**src/rtl/cpu_io_ctrl.sv**
```systemverilog
// cpu_io_ctrl: byte-I/O controller between the CPU pipeline and the UART cores.
//
// TX path: a CPU write request latches one byte and offers it to the UART TX on a
// valid/ready handshake; w_busy tells the CPU not to issue another request.
// RX path: received bytes go into a circular FIFO; the head byte is presented as
// r_data, irr flags pending data, and a CPU ack pops the head.
//
// Ports:
//   clk, rst_n              clock, synchronous active-low reset
//   cpu_w_req, cpu_w_data   write request pulse and byte to transmit
//   cpu_ack                 pop pulse for the RX FIFO head (also clears rx_overrun)
//   cpu_intr_en             interrupt enable
//   w_busy                  TX in progress
//   r_data, irr, intr_req   FIFO head byte, pending flag, gated interrupt
//   rx_count, rx_overrun    FIFO occupancy, sticky dropped-byte flag
//   tx_valid/tx_data/tx_ready  UART TX handshake
//   rx_valid/rx_data        UART RX byte strobe
module cpu_io_ctrl #(
   parameter int unsigned RX_DEPTH = 4,
   localparam int unsigned CW = $clog2(RX_DEPTH) + 1
) (
   input  logic          clk,
   input  logic          rst_n,
   input  logic          cpu_w_req,
   input  logic [7:0]    cpu_w_data,
   input  logic          cpu_ack,
   input  logic          cpu_intr_en,
   output logic          w_busy,
   output logic [7:0]    r_data,
   output logic          irr,
   output logic          intr_req,
   output logic [CW-1:0] rx_count,
   output logic          rx_overrun,
   output logic          tx_valid,
   output logic [7:0]    tx_data,
   input  logic          tx_ready,
   input  logic          rx_valid,
   input  logic [7:0]    rx_data
);

   localparam int unsigned AW = $clog2(RX_DEPTH);

   // ---------------------------------------------------------------- TX path
   typedef enum logic [0:0] {StIdle, StSend} tx_state_e;

   tx_state_e  state_q, state_d;
   logic [7:0] tx_data_q, tx_data_d;

   always_ff @(posedge clk) begin
      if (!rst_n) begin
         state_q   <= StIdle;
         tx_data_q <= 8'h00;
      end else begin
         state_q   <= state_d;
         tx_data_q <= tx_data_d;
      end
   end

   always_comb begin
      state_d   = state_q;
      tx_data_d = tx_data_q;
      unique case (state_q)
         StIdle: begin
            if (cpu_w_req) begin
               tx_data_d = cpu_w_data;
               state_d   = StSend;
            end
         end
         StSend: begin
            // Requests arriving here are ignored; the held byte stays stable.
            if (tx_ready) state_d = StIdle;
         end
         default: state_d = StIdle;
      endcase
   end

   assign w_busy   = (state_q == StSend);
   assign tx_valid = w_busy;
   assign tx_data  = tx_data_q;

   // ---------------------------------------------------------------- RX path
   logic [7:0]    mem_q [RX_DEPTH];
   logic [AW-1:0] wr_ptr_q, rd_ptr_q, rd_ptr_d;
   logic [CW-1:0] count_q, count_d;
   logic [7:0]    head_q, head_d;
   logic          irr_q, ovr_q, ovr_d;
   logic          empty, full, pop, push, drop;

   assign empty = (count_q == '0);
   assign full  = (count_q == CW'(RX_DEPTH));
   assign pop   = cpu_ack & ~empty;
   // A pop in the same cycle frees the slot, so a full FIFO can still accept.
   assign push  = rx_valid & (~full | pop);
   assign drop  = rx_valid & full & ~pop;

   always_comb begin
      rd_ptr_d = pop ? rd_ptr_q + AW'(1) : rd_ptr_q;
      count_d  = count_q + CW'(push) - CW'(pop);
      ovr_d    = drop ? 1'b1 : (cpu_ack ? 1'b0 : ovr_q);
      // New head is the incoming byte when it lands in the head slot this cycle.
      if (count_d == '0) begin
         head_d = 8'h00;
      end else if (push && (rd_ptr_d == wr_ptr_q)) begin
         head_d = rx_data;
      end else begin
         head_d = mem_q[rd_ptr_d];
      end
   end

   always_ff @(posedge clk) begin
      if (rst_n && push) mem_q[wr_ptr_q] <= rx_data;
   end

   always_ff @(posedge clk) begin
      if (!rst_n) begin
         wr_ptr_q <= '0;
         rd_ptr_q <= '0;
         count_q  <= '0;
         head_q   <= 8'h00;
         irr_q    <= 1'b0;
         ovr_q    <= 1'b0;
      end else begin
         if (push) wr_ptr_q <= wr_ptr_q + AW'(1);
         rd_ptr_q <= rd_ptr_d;
         count_q  <= count_d;
         head_q   <= head_d;
         irr_q    <= (count_d != '0);
         ovr_q    <= ovr_d;
      end
   end

   assign r_data     = head_q;
   assign irr        = irr_q;
   assign intr_req   = irr_q & cpu_intr_en;
   assign rx_count   = count_q;
   assign rx_overrun = ovr_q;

endmodule

```
**config.mk**
```make
export PLATFORM = sky130hd
export DESIGN_NAME = cpu_io_ctrl
export DESIGN_NICKNAME = d
export VERILOG_FILES = /design/src/rtl/cpu_io_ctrl.sv
export SDC_FILE = /design/constraint.sdc
export NUM_CORES = 1
export LEC_CHECK = 0
export ABC_AREA = 1
export CAP_MARGIN = 0
export CORE_ASPECT_RATIO = 1.4
export CORE_MARGIN = 1.5
export CORE_UTILIZATION = 56
export CTS_CLUSTER_DIAMETER = 40
export DETAILED_ROUTE_END_ITERATION = 12
export PLACE_DENSITY = 0.93
export SLEW_MARGIN = 0
export SYNTH_ARGS = -nofsm -noshare
export SYNTH_HDL_FRONTEND = slang
export SYNTH_SLANG_ARGS = --single-unit
```
**constraint.sdc**
```tcl
create_clock -name clk -period 5.1 [get_ports clk]
set_input_delay 1.02 -clock clk [delete_from_list [all_inputs] [get_ports clk]]
set_output_delay 1.02 -clock clk [all_outputs]
set_load 0.02 [all_outputs]
```
# Yosys cells after proc, flatten, opt, wreduce, memory -nomap -nowiden
# Memory sizes are Yosys's and may differ from the RTL's. A register that Yosys moved wholly into a read port is not among the register bits.
# Index checks and enable logic that the tools add are counted.
dict set report totals {
  ramBits 32
  latchBits 0
  wordCells 39
  out_inout_bits 24
  memories 1
  in_bits 23
  regBits 18
  rom_bits 0
}
dict set report classes {
  magnitude_cmp 0
  bitwise 11
  n_reduce_logical 7
  addsub 4
  n_shift 0
  n_mul 0
  muxes 8
  eq_ne 1
  n_div 0
}
# name words width read_ports rd_clocked_by_memory_dff write_ports line_no
set memory_table {}
lappend memory_table {mem_q 4 8 1 1 1 82} ;# logic [7:0] mem_q [RX_DEPTH];
# cell n
set ops {}
lappend ops {{zero test 3 bit} 2}
lappend ops {{two-way mux 1 bit} 6}
lappend ops {{bitwise AND 1 bit} 5}
lappend ops {{NOT 1 bit} 5}
lappend ops {{adder 2 x 1 -> 2 bit (second input constant)} 2}
lappend ops {{adder 3 x 1 -> 3 bit} 1}
lappend ops {{equality test 3 bit (second input constant)} 1}
lappend ops {{nonzero test 3 bit} 1}
lappend ops {{subtractor 3 x 1 -> 3 bit} 1}
lappend ops {{two-way mux 2 bit} 1}
lappend ops {{one-hot mux 1 bit (2 select lines)} 1}
lappend ops {{AND reduction 2 bit} 1}
lappend ops {{nonzero test 2 bit} 1}
lappend ops {{OR reduction 2 bit} 1}
lappend ops {{logical AND 1 bit} 1}
lappend ops {{OR 1 bit} 1}

# Longest topological paths before layout
dict set report depth {
  depth_word 9
  depth_mapped 15
  depth_no_buf 15
}

# Least setup slack after synthesis
# Ideal clock, no wire load.
dict set report synth_timing {
  kind {input -> register}
  startpoint {input port cpu_ack}
  endpoint {register head_q[0], in the netlist r_data[0], read port of mem_q}
  path_slack_ps 2319
  t_arrival_ps 2665
  t_required_ps 4984
  cell_stages 14
  setup_ps 116
  cell_sequence {inv_1 > nand3_1 > nand2_1 > ha_1 > inv_1 > ha_1 > inv_1 > fa_1 > xor2_1 > nand3b_1 > nand2_1 > inv_1 > o21ai_0 > nor2_1}
}
dict set report synth_between {
  elab_chain_cells 7
  word_cells_on_any_way 8
}
# element line_no
set synth_rtl {}
lappend synth_rtl {{start, declared} 26} ;# input logic cpu_ack,
lappend synth_rtl {{bitwise AND 1 bit *} 91} ;# assign pop = cpu_ack & ~empty;
lappend synth_rtl {{OR 1 bit} 93} ;# assign push = rx_valid & (~full | pop);
lappend synth_rtl {{bitwise AND 1 bit} 93}
lappend synth_rtl {{adder 3 x 1 -> 3 bit} 98} ;# count_d = count_q + CW'(push) - CW'(pop);
lappend synth_rtl {{subtractor 3 x 1 -> 3 bit} 98}
lappend synth_rtl {{zero test 3 bit} 101} ;# if (count_d == '0) begin
lappend synth_rtl {{OR reduction 2 bit (no source line)} n/a}
lappend synth_rtl {{end, declared} 85} ;# logic [7:0] head_q, head_d;
# Mark *: on every way between the ends. The rest lies on a longest branch, timed or not.
# A chain may end at the register's enable or synchronous reset.

# Worst setup path in the final report
dict set report layout_timing {
  startpoint {input port cpu_ack}
  endpoint {register head_q[5], in the netlist r_data[5], read port of mem_q}
}
# The elaborated chain is that of the path after synthesis.

==> results.py <==
metrics = {
    "power": {
        "powerDensity_nw_per_um2": 470.9,
        "ir_drop_mv": 0.2784,
        "p_leak_nw": 1.346,
    },
    "global_routing": {
        "grt_max_degree": 21,
        "grt_pass1_vias": 1980,
        "track_usage_pct": 23.99,
        "grt_pass1_wl_mm": 8.687,
        "antenna_found_initial": 0,
        "grt-ovfl-total": 0,
    },
    "worst_setup_path": {
        "critPathCaptureType": "flop",
        "cp.arrival_ns": 3.56,
        "critPathRequiredTime_ns": 5.37,
        "reg2reg_depth": 14,
        "cp_max_fo": 8,
        "path_class": "primary input to flop",
        "start_kind": "primary input",
    },
    "yosys": {
        "synth_top_area_share_pct": 37.56,
        "synthMuxAreaShare_pct": 0,
        "synth-seq-cells": 58,
        "synth_top_area_cell": "edfxtp_1",
        "synth_xor_area_share_pct": 0.6846,
        "syn_nets": 292,
        "synth_compound_area_share_pct": 4.450,
        "synthArstFlopShare_pct": 0,
        "synth-simple-area-share_pct": 25.53,
        "yosys_warnings": 0,
        "postSynthAreaPerCell_sq_um": 9.766,
        "ys_seq_area_share_pct": 57.90,
        "synthTopCellsByArea": "edfxtp_1 38%, dfxtp_1 20%, nor2_1 5.9%",
        "yosys-top-cells-count": "40 x nor2_1, 37 x inv_1, 33 x nand2_1",
        "synth_most_common_cell": "nor2_1",
        "synth-main-ff-cell": "edfxtp_1",
        "synth_top_family_by_area": "simple AND/OR/NAND/NOR gates",
        "synth_fa_ha_area_share_pct": 3.716,
        "synth_area_sq_um": 2559,
        "ys_types": 27,
        "synth_cells": 262,
        "synth-edff-count": 32,
    },
    "sta": {
        "max_freq_ghz": 0.3042,
        "fin_setup_tns_ns": 0,
        "min_period_ns": 3.288,
        "setup_viol": 0,
        "setup_ws_ns": 1.812,
        "worst_hold_slack_ns": 0.4682,
        "slew_headroom_pct": 43.52,
        "hold_viol_final": 0,
        "skew_ns": 0.006229,
        "maxSlewViolCount": 0,
        "rsz0062_at_grt": "no",
        "worst_pin_slew_ns": 0.8441,
        "period_share_pct": 64.46,
    },
    "layout": {
        "nNetsFinal": 343,
        "area_growth_pct": 25.18,
        "fillCellCount": 282,
        "diodes": 0,
        "finalCoreUtilization_pct": 74.33,
        "final_layout_size_suffix_gt1_share_pct": 8.805,
    },
    "clock_tree": {
        "cts_setup_buffers": 0,
        "cts_made_buffers": 9,
        "cts.root.buffer_cell": "clkbuf_8",
        "cts.reportedPaths.clkPinSlew_ns": 0.06,
        "cts_buffer_depth": 2,
        "cts.htree.levels": 3,
        "cts_tree": "built",
        "cts_sinks": 58,
        "ctsHoldBuffers": 0,
        "cts_resized": 0,
        "clk_latency_ns": 0.33,
    },
    "die": {
        "rows": 28,
        "die_area_sq_um": 4990,
        "ios": 47,
        "core_sq_um": 4309,
        "die_h_um": 82.98,
        "initial_utilization_pct": 59.38,
        "die_w_um": 60.13,
    },
    "hold_path": {
        "hold_depth": 2,
        "min_path_type": "flop to flop",
    },
    "place": {
        "port_buffers": 46,
        "hpwlAfterDp_mm": 3.696,
        "place_ws_ns": 1.492,
        "gp_congestion": 0.8505,
    },
    "routing": {
        "met3WireLength_um": 312,
        "wl_met1_mm": 1.925,
        "antenna_left": 0,
        "top_layer": "met4",
        "dr.pass1.iters": 4,
        "drt_iter0_drc": 106,
        "drt_wl_total_mm": 5.278,
        "dr_wl_met2_mm": 2.843,
        "route.detailed.drc": 0,
        "wl_per_cell_um": 13.96,
        "vias_per_cell": 5.164,
        "vias": 1952,
    },
    "outcome": {
        "status": "completed",
    },
    "flow_run": {
        "cap_violations": 0,
    },
}
==> power breakdown <==
group | internal [W] | leakage, nW | switching [W]
combinational | 0.000226 | 0.763 | 0.000354
sequential | 0.000556 | 0.506 | 0.0000357
clock | 0.000174 | 0.0761 | 0.000162
total | 0.000956 | 1.35 | 0.000552
==> placed cells by master (no fill, tap or decap) <==
master            n
clkinv_1          2
nor2_4            1
nand3b_1         16
clkdlybuf4s50_1  46
nor2_1           40
nand3_4           1
xnor2_1           1
nand2_2           4
edfxtp_1         32
inv_2             2
nand2_4           6
inv_1            37
a21oi_1           4
nand4_1           2
fa_1              1
a21oi_2           1
nand3_1          21
clkinv_2          2
nand2_1          33
clkbuf_1          5
clkbuf_8          9
ha_1              6
xor2_1            1
o21ai_0          17
nand3_2           2
dfxtp_1          26
==> per-layer routing <==
layer | vias to the layer above | global-route usage [%]
li1 | 950 | -
met1 | 894 | 26.47
met2 | 90 | 38.44
met3 | 18 | 6.542
met4 | 0 | 16.36
met5 | - | 0
==> logic make-up (layout without fill, tap and decap cells) <==
| logic type | after synthesis | after routing |
|---|---|---|
| and+or+nand+nor | 126 | 126 |
| DFF | 58 | 58 |
| buffers and inverters | 47 | 103 |
| AOI/OAI and AO/OA | 22 | 22 |
| adders and majority gates | 7 | 7 |
| xor gates and xnor gates | 2 | 2 |
==> worst max-delay path: stages <==
cell and delay [ns]:
clkdlybuf4s50_1 0.51, inv_1 0.08, nand3_1 0.08, nand2_1 0.13, ha_1 0.31, inv_1 0.05
ha_1 0.13, inv_1 0.05, fa_1 0.36, xor2_1 0.18, nand3b_1 0.09, nand2_1 0.09
inv_1 0.22, o21ai_0 0.13, nor2_1 0.11
==> sequential cells by signal, indices dropped and copies added, names as in the netlist <==
register and count:
irr 1, mem_q 32, r_data 8, rd_ptr_q 2, rx_count 3, rx_overrun 1
tx_data 8, tx_valid 1, wr_ptr_q 2
==> layout make-up <==
class | instances | area [sq um] | share of cell area (%)
clock buffer | 14 | 142.6 | 4.453
clock inverter | 2 | 8.758 | 0.2734
inverter | 41 | 155.1 | 4.844
multi-input combinational | 157 | 879.6 | 27.46
sequential | 58 | 1481 | 46.25
tap | 60 | 75.07 | 2.344
timing repair buffer | 46 | 460.4 | 14.38
==> stage by stage <==
step	cell area, sq um	std cells	total power, W
3_5_place_dp	3052	362	0.001178
3_3_place_gp	3052	362	0.001153
5_1_grt	3203	378	0.001598
6_report	3203	378	0.001508
4_1_cts	3203	378	0.001515
2_1_floorplan	2559	262	0.0009938
==> path summary, 6_finish.rpt <==
check                             endpoint  slack, ns        start
worst max-delay path             r_data[5]       1.81      cpu_ack
worst min-delay path            rx_overrun       0.47   rx_overrun
worst max register to register   r_data[5]       2.56  rx_count[1]
worst min register to register  rx_overrun       0.47   rx_overrun
Note: power is estimated with default switching activity, not from simulation.
